`src/rtl/c1541_pkg.sv`:
```
// Shared types and 1541 disk-zone geometry for the track buffer controller.
package c1541_pkg;

  typedef enum logic [2:0] {
    IDLE    = 3'd0,
    WR_REQ  = 3'd1,
    WR_XFER = 3'd2,
    RD_REQ  = 3'd3,
    RD_XFER = 3'd4
  } state_e;

  // First track of zones 2..4; zone 1 starts at track 1.
  localparam logic [5:0]  ZONE2_TRACK = 6'd18;
  localparam logic [5:0]  ZONE3_TRACK = 6'd25;
  localparam logic [5:0]  ZONE4_TRACK = 6'd31;

  localparam logic [15:0] ZONE1_START = 16'd0;
  localparam logic [15:0] ZONE2_START = 16'd357;
  localparam logic [15:0] ZONE3_START = 16'd490;
  localparam logic [15:0] ZONE4_START = 16'd598;

  localparam logic [4:0]  ZONE1_SECS  = 5'd21;
  localparam logic [4:0]  ZONE2_SECS  = 5'd19;
  localparam logic [4:0]  ZONE3_SECS  = 5'd18;
  localparam logic [4:0]  ZONE4_SECS  = 5'd17;

  // The head position register can read 0 before the first step; it means track 1.
  function automatic logic [5:0] norm_track(input logic [5:0] trk);
    return (trk == 6'd0) ? 6'd1 : trk;
  endfunction

endpackage

```
`src/rtl/c1541_track_geom.sv`:
```
// Maps a (normalised) track number to its first image sector and sector count minus one.
module c1541_track_geom
  import c1541_pkg::*;
(
  input  logic [5:0]  track,
  output logic [15:0] start_sector,
  output logic [4:0]  blk_cnt
);

  logic [15:0] trk_s;

  assign trk_s = {10'd0, track};

  // Zone lookup: start = zone base + tracks into zone * sectors per track.
  always_comb begin
    start_sector = ZONE1_START;
    blk_cnt      = ZONE1_SECS - 5'd1;
    if (track < ZONE2_TRACK) begin
      start_sector = ZONE1_START + (trk_s - 16'd1) * {11'd0, ZONE1_SECS};
      blk_cnt      = ZONE1_SECS - 5'd1;
    end else if (track < ZONE3_TRACK) begin
      start_sector = ZONE2_START + (trk_s - {10'd0, ZONE2_TRACK}) * {11'd0, ZONE2_SECS};
      blk_cnt      = ZONE2_SECS - 5'd1;
    end else if (track < ZONE4_TRACK) begin
      start_sector = ZONE3_START + (trk_s - {10'd0, ZONE3_TRACK}) * {11'd0, ZONE3_SECS};
      blk_cnt      = ZONE3_SECS - 5'd1;
    end else begin
      start_sector = ZONE4_START + (trk_s - {10'd0, ZONE4_TRACK}) * {11'd0, ZONE4_SECS};
      blk_cnt      = ZONE4_SECS - 5'd1;
    end
  end

endmodule

```
`src/rtl/c1541_track_ctrl.sv`:
```
// Track buffer sequencer: after the head settles on a new track, flushes the dirty
// buffer to the SD image and loads the new track, holding busy while it does so.
module c1541_track_ctrl
  import c1541_pkg::*;
#(
  parameter logic [15:0] SETTLE_CYCLES = 16'd20000,
  parameter logic [31:0] IMG_BASE      = 32'd0
) (
  input  logic        clk,
  input  logic        reset_n,
  input  logic        img_mounted,
  input  logic        img_readonly,
  input  logic [5:0]  track,
  input  logic        buf_we,
  output logic        busy,
  output logic        sd_rd,
  output logic        sd_wr,
  output logic [31:0] sd_lba,
  output logic [4:0]  sd_blk_cnt,
  input  logic        sd_ack,
  output logic [5:0]  cur_track
);

  state_e      state_r, state_n;
  logic [15:0] count_r, count_n;
  logic [5:0]  prev_t_r, prev_t_n;
  logic        valid_r, valid_n;
  logic        dirty_r, dirty_n;
  logic        mount_pend_r, mount_pend_n;
  logic        busy_r, busy_n;
  logic        sd_rd_r, sd_rd_n;
  logic        sd_wr_r, sd_wr_n;
  logic [31:0] sd_lba_r, sd_lba_n;
  logic [4:0]  sd_blk_r, sd_blk_n;
  logic [5:0]  cur_track_r, cur_track_n;

  logic [5:0]  t_s;
  logic [15:0] new_start_s, cur_start_s;
  logic [4:0]  new_blk_s, cur_blk_s;

  assign t_s = norm_track(track);

  c1541_track_geom u_geom_new (.track(t_s),         .start_sector(new_start_s), .blk_cnt(new_blk_s));
  c1541_track_geom u_geom_cur (.track(cur_track_r), .start_sector(cur_start_s), .blk_cnt(cur_blk_s));

  // Next-state and next-output logic for the transfer sequencer.
  always_comb begin
    state_n      = state_r;
    count_n      = count_r;
    prev_t_n     = t_s;
    valid_n      = valid_r;
    dirty_n      = dirty_r;
    mount_pend_n = mount_pend_r;
    sd_rd_n      = sd_rd_r;
    sd_wr_n      = sd_wr_r;
    sd_lba_n     = sd_lba_r;
    sd_blk_n     = sd_blk_r;
    cur_track_n  = cur_track_r;

    case (state_r)
      IDLE: begin
        if (buf_we && !img_readonly && valid_r) begin
          dirty_n = 1'b1;
        end else begin
          dirty_n = dirty_r;
        end
        if (img_mounted) begin
          count_n = 16'd0;
        end else if (t_s != prev_t_r) begin
          count_n = 16'd0;
        end else if ((t_s != cur_track_r) || !valid_r) begin
          if (count_r == SETTLE_CYCLES - 16'd1) begin
            count_n = 16'd0;
            if (dirty_r && valid_r) begin
              state_n  = WR_REQ;
              sd_wr_n  = 1'b1;
              sd_lba_n = IMG_BASE + {16'd0, cur_start_s};
              sd_blk_n = cur_blk_s;
            end else begin
              state_n     = RD_REQ;
              sd_rd_n     = 1'b1;
              sd_lba_n    = IMG_BASE + {16'd0, new_start_s};
              sd_blk_n    = new_blk_s;
              cur_track_n = t_s;
            end
          end else begin
            count_n = count_r + 16'd1;
          end
        end else begin
          count_n = 16'd0;
        end
      end
      WR_REQ: begin
        if (sd_ack) begin
          sd_wr_n = 1'b0;
          state_n = WR_XFER;
        end else begin
          state_n = WR_REQ;
        end
      end
      WR_XFER: begin
        if (!sd_ack) begin
          dirty_n     = 1'b0;
          state_n     = RD_REQ;
          sd_rd_n     = 1'b1;
          sd_lba_n    = IMG_BASE + {16'd0, new_start_s};
          sd_blk_n    = new_blk_s;
          cur_track_n = t_s;
        end else begin
          state_n = WR_XFER;
        end
      end
      RD_REQ: begin
        if (sd_ack) begin
          sd_rd_n = 1'b0;
          state_n = RD_XFER;
        end else begin
          state_n = RD_REQ;
        end
      end
      RD_XFER: begin
        // A mount seen mid-transfer leaves the freshly loaded data invalid.
        if (!sd_ack) begin
          valid_n      = !mount_pend_r;
          mount_pend_n = 1'b0;
          count_n      = 16'd0;
          state_n      = IDLE;
        end else begin
          state_n = RD_XFER;
        end
      end
      default: begin
        state_n = IDLE;
        sd_rd_n = 1'b0;
        sd_wr_n = 1'b0;
      end
    endcase

    valid_n      = img_mounted ? 1'b0 : valid_n;
    dirty_n      = img_mounted ? 1'b0 : dirty_n;
    mount_pend_n = img_mounted ? (state_n != IDLE) : mount_pend_n;
    busy_n       = (state_n != IDLE) || !valid_n;
  end

  // State and registered outputs.
  always_ff @(posedge clk or negedge reset_n) begin
    if (!reset_n) begin
      state_r      <= IDLE;
      count_r      <= 16'd0;
      prev_t_r     <= 6'd1;
      valid_r      <= 1'b0;
      dirty_r      <= 1'b0;
      mount_pend_r <= 1'b0;
      busy_r       <= 1'b1;
      sd_rd_r      <= 1'b0;
      sd_wr_r      <= 1'b0;
      sd_lba_r     <= 32'd0;
      sd_blk_r     <= 5'd0;
      cur_track_r  <= 6'd0;
    end else begin
      state_r      <= state_n;
      count_r      <= count_n;
      prev_t_r     <= prev_t_n;
      valid_r      <= valid_n;
      dirty_r      <= dirty_n;
      mount_pend_r <= mount_pend_n;
      busy_r       <= busy_n;
      sd_rd_r      <= sd_rd_n;
      sd_wr_r      <= sd_wr_n;
      sd_lba_r     <= sd_lba_n;
      sd_blk_r     <= sd_blk_n;
      cur_track_r  <= cur_track_n;
    end
  end

  assign busy       = busy_r;
  assign sd_rd      = sd_rd_r;
  assign sd_wr      = sd_wr_r;
  assign sd_lba     = sd_lba_r;
  assign sd_blk_cnt = sd_blk_r;
  assign cur_track  = cur_track_r;

endmodule

```
`config.mk`:
```
export PLATFORM = sky130hd
export DESIGN_NAME = c1541_track_ctrl
export DESIGN_NICKNAME = d
export VERILOG_FILES = /design/src/rtl/c1541_pkg.sv /design/src/rtl/c1541_track_geom.sv /design/src/rtl/c1541_track_ctrl.sv
export SDC_FILE = /design/constraint.sdc
export NUM_CORES = 1
export LEC_CHECK = 0
export ABC_CLOCK_PERIOD_IN_PS = 4150
export BUFFER_PORTS_ARGS = -buffer_cell sky130_fd_sc_hd__buf_2
export CELL_PAD_IN_SITES_DETAIL_PLACEMENT = 1
export CELL_PAD_IN_SITES_GLOBAL_PLACEMENT = 2
export CORE_MARGIN = 2
export CORE_UTILIZATION = 35
export CTS_CLUSTER_SIZE = 8
export DETAILED_ROUTE_END_ITERATION = 10
export PLACE_DENSITY = 0.79
export SLEW_MARGIN = 20
export SYNTH_ARGS = -nofsm -noshare
export SYNTH_HDL_FRONTEND = slang
export SYNTH_SLANG_ARGS = --single-unit
```
`constraint.sdc`:
```
create_clock -name clk -period 4.15 [get_ports clk]
set_input_delay 0.2075 -clock clk [delete_from_list [all_inputs] [get_ports clk]]
set_output_delay 0.2075 -clock clk [all_outputs]
set_load 0.01 [all_outputs]
```
* Word-level counts from Yosys, hierarchy flattened
Index checks and enable logic that the tools add are counted.
Widths: inputs -> output; s select.
** Cells by class
- Multiplexer cells :: 73
- Bitwise logic cells :: 2
- Equal/unequal tests :: 20
- Reduce and logical (&&, ||, !) cells :: 25
- Order comparisons :: 6
- $mul :: 8
- Add/sub/neg operators :: 15
** Operators by type and width (number)
- $mux 16 :: 12
- $mux 32 :: 5
- $mul 16x5->16 const B :: 6
- $add 9x16->16 const A :: 4
- $pmux 32 s2 :: 1
- $mux 5 :: 10
- $mux 6 :: 7
- $sub 6x5->7 const B :: 6
- $lt 6x5->1 const B :: 6
- $add 10x16->16 const A :: 2
- $mul 16x4->15 const B :: 2
- $pmux 16 s2 :: 1
- $mux 1 :: 23
- $ne 2x2->1 const B :: 11
- $mux 3 :: 6
- $add 16x1->16 const B :: 1
- $eq 16x15->1 const B :: 1
- $pmux 3 s5 :: 1
- $reduce_and 7->1 :: 2
- $sub 6x1->7 const B :: 2
- $ne 6x6->1 :: 2
- $pmux 6 s2 :: 1
- $pmux 5 s2 :: 1
- $reduce_and 8->1 :: 1
- other kinds (21) :: 35
** Storage, ports and cells
- Input bits :: 12
- Word-level logic and storage cells :: 161
- Output and inout bits :: 46
- Bits in registers :: 74

* Longest topological paths before layout
Gate-level depths: netlist of the first run.
- Word-level depth :: 14
- Mapped depth :: 22
- Depth with buffers taken out :: 21

* Cells and area by module
A second synthesis of the first run with hierarchy kept.
** Unflattened totals
- Cells, all modules :: 1120
- Area, all modules :: 9351.5 µm²
** By module, submodules not included
- c1541_track_ctrl :: cells an instance 299, times used 1, area an instance 3190.6 µm²
- c1541_track_geom at u_geom_new :: cells an instance 413, times used 1, area an instance 3131.8 µm²
- c1541_track_geom at u_geom_cur :: cells an instance 408, times used 1, area an instance 3029.2 µm²

* Least setup slack after synthesis of the first run
No wires, ideal clock.
- Kind :: register to register
- From :: register cur_track_r[1] (netlist: cur_track[1])
- To :: register sd_lba_r[12] (netlist: sd_lba[12])
- Path slack :: -0.438 ns
- Cell stages (with the launch flop) :: 17
- Path buffers :: 1
- Setup time :: 0.122 ns
- Arrival :: 4.466 ns
- Cells stage by stage :: dfrtp_1 -> clkbuf_1 -> inv_1 -> ha_1 -> nand2_1 -> nor4_1 -> inv_1 -> fa_1 -> fa_1 -> inv_1 -> ha_1 -> o21ai_0 -> o32a_1 -> nand2_1 -> nor3b_1 -> nor4_2 -> a32o_1
** Between the ends
- Word-level cells in the longest chain between the ends :: 12
- Elaborated cells on any way between the ends :: 27
- Classes of those cells :: 7 x add/sub; 4 x mul; 3 x order compare; 2 x eq/ne; 9 x mux; 2 x reduce/logical
** RTL lines
- start: declaration :: RTL line c1541_track_ctrl.sv:35 : logic [5:0] cur_track_r, cur_track_n;
- start signal: assignment :: RTL line c1541_track_ctrl.sv:172 : cur_track_r <= cur_track_n;
- $sub 6x5->7 (on tied branches) :: RTL line c1541_track_geom.sv:28, c1541_track_geom.sv:25
- $mul 16x5->16 / $mul 16x4->15 (equally long branches) :: RTL line c1541_track_geom.sv:28, c1541_track_geom.sv:25
- $add 10x16->16 / $add 9x16->16 (equally long branches) :: RTL line c1541_track_geom.sv:28, c1541_track_geom.sv:25
- $mux 16 :: RTL line c1541_track_geom.sv:24 : end else if (track < ZONE4_TRACK) begin
- $mux 16 :: RTL line c1541_track_geom.sv:21 : end else if (track < ZONE3_TRACK) begin
- $mux 16 :: RTL line c1541_track_geom.sv:18 : if (track < ZONE2_TRACK) begin
- $mux 16 :: RTL line c1541_track_ctrl.sv:74 : if (dirty_r && valid_r) begin
- $mux 32 :: RTL line c1541_track_ctrl.sv:72 : if (count_r == SETTLE_CYCLES - 16'd1) begin
- $mux 32 :: RTL line c1541_track_ctrl.sv:71 : end else if ((t_s != cur_track_r) || !valid_r) begin
- $mux 32 :: RTL line c1541_track_ctrl.sv:69 : end else if (t_s != prev_t_r) begin
- $mux 32 :: RTL line c1541_track_ctrl.sv:67 : if (img_mounted) begin
- $pmux 32 s2 :: RTL line c1541_track_ctrl.sv:60 : case (state_r)
- end signal: assignment :: RTL line c1541_track_ctrl.sv:170 : sd_lba_r <= sd_lba_n;
- end: declaration :: RTL line c1541_track_ctrl.sv:33 : logic [31:0] sd_lba_r, sd_lba_n;
Parallel ways exist; a longest one is shown, timed or not. The select of a mux whose other input is x is not followed.
A chain may end at the register's enable or synchronous reset.

* Worst setup path after layout of the first run
- From :: register cur_track_r[1] (netlist: cur_track[1])
- To :: register sd_lba_r[9] (netlist: sd_lba[9])
Same word-level chain as after synthesis.

==> results.json, run 1 <==
{
  "status": "finished clean",
  "wl_mm": 29.28,
  "std_cell_rows": 58,
  "slowest_delay_ns": 0.46,
  "place_area_sq_um": 10370,
  "path_class": "flop to flop",
  "worstMarginPinSlew_ns": 0.7965,
  "skew_ns": 0.01249,
  "core_area_sq_um": 25180,
  "cts_buffer_depth": 2,
  "min_path_type": "input port to asynchronous set/reset pin",
  "clockRootBuffer": "clkbuf_16",
  "chipHeight_microns": 163.9,
  "drive_above_1_share_pct": 24.58,
  "fin_nets": 1425,
  "cts.sinks": 57,
  "cts_tree": "built",
  "n_fill_cell": 3000,
  "place_hpwl_mm": 23.31,
  "cp_data_arrival_time_ns": 4.37,
  "drv_cap": 0,
  "rsz0062_at_grt": "true",
  "seq_area_sq_um": 1431,
  "grt_max_degree": 58,
  "min_period_ns": 4.139,
  "ant_nets": 0,
  "met1_usage_pct": 29.55,
  "die_w_microns": 163.9,
  "hold_viol_final": 0,
  "initial_utilization_pct": 35.55,
  "pin_count": 58,
  "num_vias": 8339,
  "portBuffers": 40,
  "numCtsBuffers": 9,
  "drt_iter0_drc": 395,
  "yosysWarnings": 0,
  "finalSetupViolCount": 0,
  "async_flop_share_pct": 100.0,
  "gp_congestion": 0.9104,
  "fmax_ghz": 0.2416,
  "use_met2_pct": 35.73,
  "ys_ff_latch": 57,
  "synth_edf_count": 0,
  "wire_per_inst_microns": 18.69,
  "syn_area_sq_um": 8952,
  "synth.distinct_cells": 79,
  "crit_required_ns": 4.38,
  "stdcell_area_sq_um": 11230,
  "slowest_stage": "fa_1",
  "drc": 0,
  "h-tree-depth": 3,
  "die_area_sq_um": 26870,
  "multi_input_area_sq_um": 7362,
  "synthFlopType": "dfrtp_1",
  "via_per_inst": 5.322,
  "cts_hold_buffers": 0,
  "crit_chain": "inv_4 -> ha_4 -> buf_12 -> nand2b_4 -> nand2_4 -> xor2_4 -> buf_4 -> ha_1 -> mux2_2 -> fa_1 -> ha_2 -> buf_4 -> nand2b_1 -> a31oi_1 -> buf_4 -> xnor2_1 -> o2bb2ai_1 -> a21oi_2 -> a21oi_2 -> a22o_1",
  "grt_pass1_wl_mm": 45.99,
  "grt_pass1_vias": 8594,
  "track_usage_pct": 21.78,
  "antenna_found_initial": 0,
  "yosysSeqAreaShare_pct": 15.96,
  "period_share_pct": 99.74,
  "drv_slew": 0,
  "clk_pin_slew_worst_paths_ns": 0.06,
  "critPathMaxFanout": 4,
  "met3_usage_pct": 3.838,
  "clk_latency_ns": 0.34,
  "synth_area_per_cell_sq_um": 8.236,
  "rrSetupSlack_ns": 0.01,
  "top_usage_layer": "met2",
  "slew_headroom_pct": 46.90,
  "cp-end-kind": "flop",
  "overflow": 0,
  "startpoint_type": "flop",
  "synth_cells": 1087,
  "cpMostUsedCell": "buf_4",
  "diodes": 0,
  "syn_to_final_growth_pct": 25.48,
  "dr.pass1.iters": 4
}
[worst paths after layout]
kind                         startpoint           end  cells after the start
max                        cur_track[1]     sd_lba[9]                     20
min in group clk            img_mounted       dirty_r                      2
min                             reset_n   count_r[14]                      2
max reg2reg                cur_track[1]     sd_lba[9]                     20
max in group asynchronous       reset_n  cur_track[1]                      2
min reg2reg                mount_pend_r       valid_r                      1
[cells by family (layout without fill, tap and decap cells)]
group	after synthesis	after routing	share of synthesized area (%)
AOI/OAI and AO/OA	266	266	19.68
xor gates and xnor gates	112	112	10.96
adders and majority gates	181	181	27.98
buffers and inverters	172	306	8.553
DFF	57	57	15.96
muxes	11	11	1.412
other	1	17	0.04189
and+or+nand+nor	287	287	15.42
[metal layers]
layer  part of all wire, %  up-vias
met5                     0        -
met3                   3.8       32
met1                    47     4119
li1                      -     4052
met4                   2.2        0
met2                    47      136
[cells in the final DEF (no fill, tap or decap), types with 5 or more instances in the layout]
cell,instances
a211oi_1,18
a21o_1,20
a21oi_1,60
a31oi_1,9
and2_1,5
and3_1,8
buf_2,40
buf_4,140
clkbuf_16,9
conb_1,17
dfrtp_1,53
fa_1,31
ha_1,133
ha_4,12
inv_1,99
inv_2,8
mux2i_1,7
nand2_1,78
nand2b_1,9
nand3_1,21
nand4_1,5
nor2_1,86
nor2b_1,8
nor3_1,17
nor4_1,6
o211ai_1,8
o21a_1,7
o21ai_0,42
o21ai_1,5
o21ai_2,6
o21bai_1,9
o221ai_1,6
o22ai_1,7
xnor2_1,60
xnor2_2,8
xor2_1,41
[what timing repair did]
action	4_1_cts	5_1_grt
endpoints found under the hold margin	0	0
pin swaps	10	36
setup buffers	0	7
gates resized for setup	19	72
setup endpoints to repair	8	10
[synthesized netlist by cell type (12+ instances only)]
master	number	area share (%)
ha_1	149	21
inv_1	107	4.5
nor2_1	90	3.8
nand2_1	81	3.4
xnor2_1	69	6.8
a21oi_1	65	3.6
dfrtp_1	55	15
o21ai_0	52	2.9
xor2_1	43	4.2
fa_1	32	7.2
a211oi_1	24	2.0
clkbuf_1	23	0.96
nand3_1	21	1.2
nor3_1	21	1.2
a21o_1	20	1.7
buf_4	20	1.7
buf_2	12	0.67
[metrics by stage]
step | TNS [ns] | worst slack [ns] | util, % | cells | hold slack, ns
after global placement | -0.4106 | -0.1661 | 41.18 | 1544 | 0.4069
after detailed placement | -0.8654 | -0.2157 | 41.18 | 1544 | 0.4221
final | 0 | 0.01097 | 44.61 | 1567 | 0.02625
after global routing | -0.7617 | -0.1922 | 44.61 | 1567 | 0.07937
after CTS | 0 | 0.002032 | 42.83 | 1560 | 0.05781
after floorplan | -0.02496 | -0.02496 | - | 1103 | -0.08809
[worst max-delay path: cells and delay by family, from the launching register on]
kind,cells,cell delay [ns]
simple gates,3,0.29
buf+inv,5,0.65
compound gates,5,0.98
fa+ha+maj,4,1.16
mux,1,0.29
xor+xnor,2,0.25
flops,1,0.39
[flip-flops by register name, summed over array words and instances, names as in the netlist]
signal,cells
count_r,16
sd_lba,16
cur_track,6
prev_t_r,6
sd_blk_cnt,4
state_r,3
busy,1
dirty_r,1
mount_pend_r,1
sd_rd,1
sd_wr,1
valid_r,1
[cell type report]
| cell class | count | area share, % |
|---|---|---|
| Clock buffer | 9 | 2.005 |
| Clock inverter | 7 | 0.9133 |
| Inverter | 108 | 3.631 |
| Multi-Input combinational cell | 874 | 65.54 |
| Sequential cell | 57 | 12.74 |
| Tap cell | 330 | 3.676 |
| Timing Repair Buffer | 182 | 11.49 |
Power of run 1 is not shown: default switching activity piles up to over one toggle a cycle in this logic, so the estimate is an artifact.
==> run 2, diff against run 1 <==
Settings changed: BUFFER_PORTS_ARGS -buffer_cell sky130_fd_sc_hd__buf_2 to -buffer_cell sky130_fd_sc_hd__buf_4, CORE_MARGIN 2 to 1.5.
==> results.json, run 2 (synthesis results as in run 1) <==
{
  "status": "finished clean",
  "worst-path-buf-inv": 3,
  "fin_ws_ns": 0.05558,
  "final_common_cell": "buf_4",
  "cts_buffer_depth": 2,
  "clockRootBuffer": "clkbuf_16",
  "h-tree-depth": 3,
  "antenna_found_initial": 0,
  "numCtsBuffers": 9,
  "path_class": "flop to flop",
  "slew_headroom_pct": 36.85,
  "std_cell_rows": 58,
  "track_usage_pct": 22.03,
  "dpl_worst_slack_ns": -0.2945,
  "grt_max_degree": 58,
  "skew_ns": 0.008539,
  "drt_iter0_drc": 380,
  "syn_to_final_growth_pct": 26.63,
  "clk_pin_slew_worst_paths_ns": 0.06,
  "cp_top_family": "adder cells",
  "tns_ns": 0,
  "crit_required_ns": 4.37,
  "critPathMaxFanout": 4,
  "via_per_inst": 5.319,
  "cp_data_arrival_time_ns": 4.31,
  "rsz0062_at_grt": "true",
  "worstMarginPinSlew_ns": 0.9473,
  "ant_nets": 0,
  "portBuffers": 40,
  "min_path_type": "input port to flop",
  "startpoint": "cur_track[2]",
  "dr.pass1.iters": 4,
  "fin_nets": 1425,
  "num_vias": 8335,
  "period_share_pct": 98.66,
  "die_area_sq_um": 26550,
  "worstHoldStart": "img_mounted",
  "r2r_start": "cur_track[2]",
  "initial_utilization_pct": 35.65,
  "n_fill_cell": 3025,
  "min_period_ns": 4.094,
  "core_area_sq_um": 25110,
  "pin_count": 58,
  "drv_cap": 0,
  "seq_area_sq_um": 1431,
  "instances_no_fill": 1567,
  "cpMostUsedCell": "ha_4",
  "place_hpwl_mm": 23.18,
  "slowest_stage": "fa_1",
  "whs_ns": 0.07857,
  "final_cell_mix": "buf_4, ha_1, inv_1, nor2_1, nand2_1",
  "cts_tree": "built",
  "diodes": 0,
  "crit_chain": "inv_2 -> ha_4 -> a21bo_4 -> or3_4 -> xnor2_4 -> ha_4 -> ha_4 -> inv_2 -> fa_1 -> inv_2 -> ha_4 -> o21ai_2 -> a21o_1 -> a21oi_4 -> xnor2_2 -> nand2_1 -> o211ai_1 -> a32o_1",
  "chipHeight_microns": 162.9,
  "multi_input_area_sq_um": 7380,
  "grt_pass1_wl_mm": 46.27,
  "cp-end-kind": "flop",
  "finalSetupViolCount": 0,
  "clk_latency_ns": 0.33,
  "wl_mm": 28.92,
  "drc": 0,
  "dpl.cell_count": 1538,
  "overflow": 0,
  "drive_above_1_share_pct": 24.98,
  "cts.sinks": 57,
  "grt_pass1_vias": 8660,
  "gp_congestion": 0.8606,
  "fmax_ghz": 0.2442,
  "drv_slew": 0,
  "hold_viol_final": 0,
  "die_w_microns": 162.9,
  "slowest_delay_ns": 0.48,
  "startpoint_type": "flop",
  "wire_per_inst_microns": 18.45
}
## run 2: cell count changes in the layout (fill, tap and decap cells not counted), moves of 3 or more
cell	previous run	this run
buf_2	40	0
buf_4	140	178
ha_2	4	1
inv_1	99	95
inv_2	8	12
nor2_2	3	6
## run 2: layout make-up
cell class              instances  area share, %
multi-input cells             874          65.10
repair buffers                182          12.33
inverters                     108          3.598
clock buffers                  10          2.108
flip-flops and latches         57          12.63
clock inverters                 6         0.5960
well taps                     330          3.642
## run 2: timing repair
action,in CTS,in global routing
resized for setup,20,78
buffers inserted,8,5
cloned,0,0
pin swaps,12,43
hold buffers,1,0
endpoints found under the hold margin,43,0
endpoints found under the setup margin,8,9
## run 2: worst paths after layout
check | cells after the start | endpoint | slack, ns
hold / removal | 2 | dirty_r | 0.08
hold reg to reg | 1 | sd_blk_cnt[2] | 0.49
min in group asynchronous | 2 | dirty_r | 0.49
setup reg to reg | 18 | sd_lba[11] | 0.06
setup / recovery | 18 | sd_lba[11] | 0.06
max in group asynchronous | 2 | cur_track[1] | 3.09
## run 2: worst reg2reg max path: cells and delay by family (launching register included)
family | cells | cell delay [ns]
xor gates and xnor gates | 2 | 0.37
DFF | 1 | 0.38
buffers and inverters | 3 | 0.20
AOI/OAI and AO/OA | 6 | 1.07
and+or+nand+nor | 2 | 0.49
adders and majority gates | 5 | 1.45
## run 2: per-stage QoR
step	util, %	cell area [sq um]
2_1_floorplan	-	9101
3_3_place_gp	41.57	10440
3_5_place_dp	41.57	10440
4_1_cts	43.44	10910
5_1_grt	45.15	11340
6_report	45.15	11340
## run 2: layer usage
layer | global-route usage [%] | wire (microns) | part of all wire (%)
met3 | 2.496 | 844 | 2.9
met2 | 38.18 | 14220 | 49
met1 | 29.59 | 13430 | 46
met4 | 3.962 | 416 | 1.4
met5 | 0 | 0 | 0
Power of run 2 is left out for the same reason.
